<file path="config.mk">
export PLATFORM = sky130hd
export DESIGN_NAME = cdb_arbiter
export DESIGN_NICKNAME = d
export VERILOG_FILES = /design/src/rtl/cdb_arbiter.sv
export SDC_FILE = /design/constraint.sdc
export NUM_CORES = 1
export LEC_CHECK = 0
export ABC_CLOCK_PERIOD_IN_PS = 2700
export BUFFER_PORTS_ARGS = -buffer_cell sky130_fd_sc_hd__buf_4
export CAP_MARGIN = 20
export CORE_MARGIN = 5
export CORE_UTILIZATION = 50
export CTS_CLUSTER_DIAMETER = 120
export DETAILED_ROUTE_END_ITERATION = 10
export GPL_TIMING_DRIVEN = 1
export PLACE_DENSITY_LB_ADDON = 0.05
export SETUP_SLACK_MARGIN = 0.4
export SKIP_CTS_REPAIR_TIMING = 1
export SYNTH_ARGS = -nofsm -noshare
export SYNTH_HDL_FRONTEND = slang
export SYNTH_SLANG_ARGS = --single-unit
</file>
<file path="constraint.sdc">
create_clock -name clk -period 2.7 [get_ports clk]
set_clock_uncertainty 0.2 [all_clocks]
set_input_delay 0.405 -clock clk [delete_from_list [all_inputs] [get_ports clk]]
set_output_delay 0.405 -clock clk [all_outputs]
set_load 0.02 [all_outputs]
</file>
<file path="src/rtl/cdb_arbiter.sv">
// Common data bus arbiter: one holding slot per producer, up to two rotating-priority grants per
// cycle, winners driven on two registered CDB lanes.
module cdb_arbiter #(
    parameter int unsigned NUM_REQ = 3,
    parameter int unsigned TAG_W   = 4,
    parameter int unsigned DATA_W  = 32
) (
    input  logic                      clk,
    input  logic                      rst,
    input  logic                      rdy,
    input  logic                      clear,
    input  logic [NUM_REQ-1:0]        req_valid,
    output logic [NUM_REQ-1:0]        req_ready,
    input  logic [NUM_REQ*TAG_W-1:0]  req_tag,
    input  logic [NUM_REQ*DATA_W-1:0] req_val,
    output logic                      cdb1_ok,
    output logic [TAG_W-1:0]          cdb1_en,
    output logic [DATA_W-1:0]         cdb1_val,
    output logic                      cdb2_ok,
    output logic [TAG_W-1:0]          cdb2_en,
    output logic [DATA_W-1:0]         cdb2_val
);

    localparam int unsigned PTR_W = (NUM_REQ > 1) ? $clog2(NUM_REQ) : 1;

    logic [NUM_REQ-1:0] slot_v_q, slot_v_d;
    logic [TAG_W-1:0]   slot_tag_q [NUM_REQ];
    logic [TAG_W-1:0]   slot_tag_d [NUM_REQ];
    logic [DATA_W-1:0]  slot_val_q [NUM_REQ];
    logic [DATA_W-1:0]  slot_val_d [NUM_REQ];
    logic [PTR_W-1:0]   rr_ptr_q, rr_ptr_d;

    logic               cdb1_ok_q, cdb1_ok_d, cdb2_ok_q, cdb2_ok_d;
    logic [TAG_W-1:0]   cdb1_en_q, cdb1_en_d, cdb2_en_q, cdb2_en_d;
    logic [DATA_W-1:0]  cdb1_val_q, cdb1_val_d, cdb2_val_q, cdb2_val_d;

    logic               g1_v, g2_v;
    logic [PTR_W-1:0]   g1_idx, g2_idx;
    logic [NUM_REQ-1:0] granted;

    // Rotating scan from rr_ptr; the first two valid slots win.
    always_comb begin
        logic [PTR_W-1:0] idx;
        g1_v    = 1'b0;
        g2_v    = 1'b0;
        g1_idx  = '0;
        g2_idx  = '0;
        granted = '0;
        idx     = '0;
        for (int unsigned k = 0; k < NUM_REQ; k++) begin
            idx = PTR_W'((32'(rr_ptr_q) + k) % NUM_REQ);
            if (slot_v_q[idx]) begin
                if (!g1_v) begin
                    g1_v         = 1'b1;
                    g1_idx       = idx;
                    granted[idx] = 1'b1;
                end else if (!g2_v) begin
                    g2_v         = 1'b1;
                    g2_idx       = idx;
                    granted[idx] = 1'b1;
                end
            end
        end
    end

    assign req_ready = (rdy && !clear && !rst) ? (~slot_v_q | granted) : '0;

    always_comb begin
        slot_v_d   = slot_v_q;
        slot_tag_d = slot_tag_q;
        slot_val_d = slot_val_q;
        rr_ptr_d   = rr_ptr_q;
        cdb1_ok_d  = cdb1_ok_q;
        cdb1_en_d  = cdb1_en_q;
        cdb1_val_d = cdb1_val_q;
        cdb2_ok_d  = cdb2_ok_q;
        cdb2_en_d  = cdb2_en_q;
        cdb2_val_d = cdb2_val_q;
        if (rst) begin
            slot_v_d   = '0;
            rr_ptr_d   = '0;
            cdb1_ok_d  = 1'b0;
            cdb1_en_d  = '0;
            cdb1_val_d = '0;
            cdb2_ok_d  = 1'b0;
            cdb2_en_d  = '0;
            cdb2_val_d = '0;
            for (int i = 0; i < NUM_REQ; i++) begin
                slot_tag_d[i] = '0;
                slot_val_d[i] = '0;
            end
        end else if (clear) begin
            slot_v_d   = '0;
            cdb1_ok_d  = 1'b0;
            cdb1_en_d  = '0;
            cdb1_val_d = '0;
            cdb2_ok_d  = 1'b0;
            cdb2_en_d  = '0;
            cdb2_val_d = '0;
        end else if (rdy) begin
            // A granted slot may be refilled on the same edge it drains.
            for (int i = 0; i < NUM_REQ; i++) begin
                if (req_valid[i] && req_ready[i]) begin
                    slot_v_d[i]   = 1'b1;
                    slot_tag_d[i] = req_tag[i*TAG_W +: TAG_W];
                    slot_val_d[i] = req_val[i*DATA_W +: DATA_W];
                end else if (granted[i]) begin
                    slot_v_d[i] = 1'b0;
                end
            end
            cdb1_ok_d  = g1_v;
            cdb1_en_d  = g1_v ? slot_tag_q[g1_idx] : '0;
            cdb1_val_d = g1_v ? slot_val_q[g1_idx] : '0;
            cdb2_ok_d  = g2_v;
            cdb2_en_d  = g2_v ? slot_tag_q[g2_idx] : '0;
            cdb2_val_d = g2_v ? slot_val_q[g2_idx] : '0;
            if (g2_v) begin
                rr_ptr_d = PTR_W'((32'(g2_idx) + 32'd1) % NUM_REQ);
            end else if (g1_v) begin
                rr_ptr_d = PTR_W'((32'(g1_idx) + 32'd1) % NUM_REQ);
            end
        end
    end

    always_ff @(posedge clk) begin
        slot_v_q   <= slot_v_d;
        slot_tag_q <= slot_tag_d;
        slot_val_q <= slot_val_d;
        rr_ptr_q   <= rr_ptr_d;
        cdb1_ok_q  <= cdb1_ok_d;
        cdb1_en_q  <= cdb1_en_d;
        cdb1_val_q <= cdb1_val_d;
        cdb2_ok_q  <= cdb2_ok_d;
        cdb2_en_q  <= cdb2_en_d;
        cdb2_val_q <= cdb2_val_d;
    end

    assign cdb1_ok  = cdb1_ok_q;
    assign cdb1_en  = cdb1_en_q;
    assign cdb1_val = cdb1_val_q;
    assign cdb2_ok  = cdb2_ok_q;
    assign cdb2_en  = cdb2_en_q;
    assign cdb2_val = cdb2_val_q;

endmodule
</file>
==> impl_metrics.json <==
{
  "cts_max_level": 4,
  "yosys.cell_count.top_type": "dfxtp_1",
  "grt_max_degree": 112,
  "layout.nets": 1436,
  "initial_core_util_pct": 51.0,
  "grt_setup_unrepaired": "yes",
  "fill_cells": 1249,
  "hold_viol_final": 15,
  "yosys-top-cells-area": "dfxtp_1 (41%), o31ai_1 (8.9%), a211oi_1 (6.0%)",
  "crit_path_max_fanout": 6,
  "die_area_um2": 21200,
  "crit_chain": "inv_2, ha_4, nand3b_1, o21a_1, o311a_1, buf_4, o31a_1, buf_6",
  "clk_latency_ns": 0.44,
  "cts_root_buf": "clkbuf_16",
  "fin_ws_ns": -0.251,
  "finalCritPeriodShare_pct": 109,
  "overflow": 0,
  "drc": 0,
  "slowest_stage": "dfxtp_2",
  "final_area_um2": 14100,
  "violations": "negative hold slack, negative setup slack",
  "cts_tree": "built",
  "hold-worst-slack_ns": -0.00977,
  "grt_pass1_vias": 8738,
  "slew_headroom_pct": 29.0,
  "cts_buffers": 17,
  "vdd_drop_max_mv": 0.531,
  "reg2regPathDepth": 10,
  "clock.fmax_mhz": 339,
  "slew_viol_final": 0,
  "antenna_found_initial": 0,
  "min_period_ns": 2.95,
  "cp.arrival_ns": 2.35,
  "syn_avg_cell_area_um2": 8.69,
  "dp_hpwl_mm": 21.2,
  "cts_buffer_depth": 2,
  "status": "complete, but fails checks",
  "p_per_area_nw_per_um2": 437,
  "area_growth_pct": 53.2,
  "postLayoutCoreUtil_pct": 78.1,
  "yosys_most_used_dff": "dfxtp_1",
  "synthArstFlopShare_pct": 0,
  "yosysTopAreaCellShare_pct": 40.7,
  "drtAntennaViolNets": 0,
  "min_path_cells": 3,
  "pin_count": 192,
  "post_drt_wl_per_cell_um": 23.7,
  "p_leak_nw": 5.69,
  "fp-row-count": 49,
  "wl_mm": 37.0,
  "synthDistinctLibCells": 59,
  "critPathRequiredTime_ns": 2.10,
  "synth_warnings": 0,
  "drt_iter0_markers": 1053,
  "firstDrtPassIters": 7,
  "crit_buf_inv": 3,
  "synth_area_leader_cell": "dfxtp_1",
  "path_clk_slew_ns": 0.07,
  "synth_nets": 1178,
  "dpl-instance-area_um2": 11600,
  "worst_pin_slew_ns": 1.06,
  "slowest_delay_ns": 0.35,
  "ys_ff_latch": 187,
  "grt_pass1_wl_mm": 49.8,
  "r2r_slack_ns": -0.09,
  "synth-edff-count": 0,
  "crit_type": "flip-flop to output port",
  "die_y_um": 146,
  "startpoint_type": "flip-flop",
  "antenna_cells": 0,
  "hold_path_class": "input pin to flip-flop",
  "cts_num_sinks": 187,
  "drt-vias-per-instance": 6.34,
  "ys_top_cells_by_count": "dfxtp_1 (187), o31ai_1 (109), nor2_1 (86)",
  "die_w_um": 146,
  "drive_gt1_share_pct": 37.9,
  "setup_viol": 39,
  "gp_congestion": 0.884,
  "setup-tns-final_ns": -2.38,
  "grt_usage_pct": 28.7,
  "cp-end-kind": "output port",
  "port-buffer-count": 191,
  "cp_num_cells": 8,
  "crit_family": "compound AO/OA/AOI/OAI gates",
  "synthesis.area_um2": 9190,
  "syn-instance-count": 1058,
  "max-cap-violations": 0,
  "coreArea_um2": 18000,
  "ys_seq_area_share_pct": 40.7,
  "dr_total_vias": 9878
}
[flip-flops by register name (all words and copies together) (netlist names)]
register    cells
cdb2_val       32
rr_ptr_q        2
cdb1_en         4
cdb1_val       32
slot_v_q        3
cdb2_ok         1
cdb2_en         4
slot_tag_q     12
cdb1_ok         1
slot_val_q     96
[placed cells by master, fill, tap and decap left out, types with 5 or more instances in the layout]
cell type	n
dfxtp_1	184
a21oi_2	12
and2_1	37
a21oi_1	64
o31ai_1	74
nor2_1	82
mux2i_1	39
inv_1	45
o21ai_4	5
clkbuf_16	31
nand4_1	36
a221oi_1	20
a221oi_2	15
mux2_4	36
dlygate4sd3_1	26
buf_4	246
o31ai_4	34
nand2_1	74
buf_6	25
buf_8	5
a211oi_1	73
nor2b_1	38
buf_12	25
[power breakdown]
| group | total, W | internal (W) | switching (W) |
|---|---|---|---|
| Sequential | 0.00285 | 0.00280 | 0.0000494 |
| Combinational | 0.000835 | 0.000398 | 0.000437 |
| Clock | 0.00246 | 0.00131 | 0.00115 |
| Total | 0.00615 | 0.00451 | 0.00164 |
[cells by family (layout without fill, tap and decap cells)]
| family | count (synthesis) | count (layout) | share of synthesized area [%] |
|---|---|---|---|
| compound gates | 334 | 334 | 26.3 |
| fa+ha+maj | 6 | 6 | 0.790 |
| buf+inv | 153 | 423 | 6.92 |
| flops | 187 | 187 | 40.7 |
| mux | 81 | 81 | 9.37 |
| simple gates | 297 | 297 | 15.9 |
[through the flow]
step                cells  setup WS [ns]  power [W]
CTS                  1488         -0.433    0.00596
global route         1557         -0.298    0.00631
global placement     1457         0.0172    0.00356
floorplan            1058         0.0450    0.00324
detailed placement   1457       -0.00329    0.00356
finish               1557         -0.251    0.00615
[final cells by class]
| cell class | instances | area [um2] | share of cell area (%) |
|---|---|---|---|
| clock buffer | 20 | 447 | 3.17 |
| clock inverter | 11 | 114 | 0.809 |
| inverter | 48 | 183 | 1.30 |
| multi-input combinational | 718 | 5940 | 42.2 |
| sequential | 187 | 3750 | 26.6 |
| tap | 229 | 287 | 2.03 |
| timing repair buffer | 344 | 3360 | 23.9 |
[final timing paths]
kind                                          startpoint                           to
worst max-delay path            rr_ptr_q[0]$_SDFFE_PP0P_                 req_ready[0]
worst max register to register  rr_ptr_q[0]$_SDFFE_PP0P_  slot_val_q[76]$_SDFFE_PP0P_
worst min-delay path                         req_val[77]  slot_val_q[13]$_SDFFE_PP0P_
worst min register to register  cdb2_val[0]$_SDFFE_PP0P_     cdb2_val[0]$_SDFFE_PP0P_
[tightest hold or removal path, delay by kind of cell]
family,cells,cell delay [ns]
buf+inv,1,0.08
mux,1,0.05
simple gates,1,0.07
[metal layers]
layer	wire, um	GRT usage [%]
met5	0	0
met1	15100	38.9
met2	17800	47.2
met3	2860	5.98
met4	1290	6.76
Power figures use the tool's default switching activity.
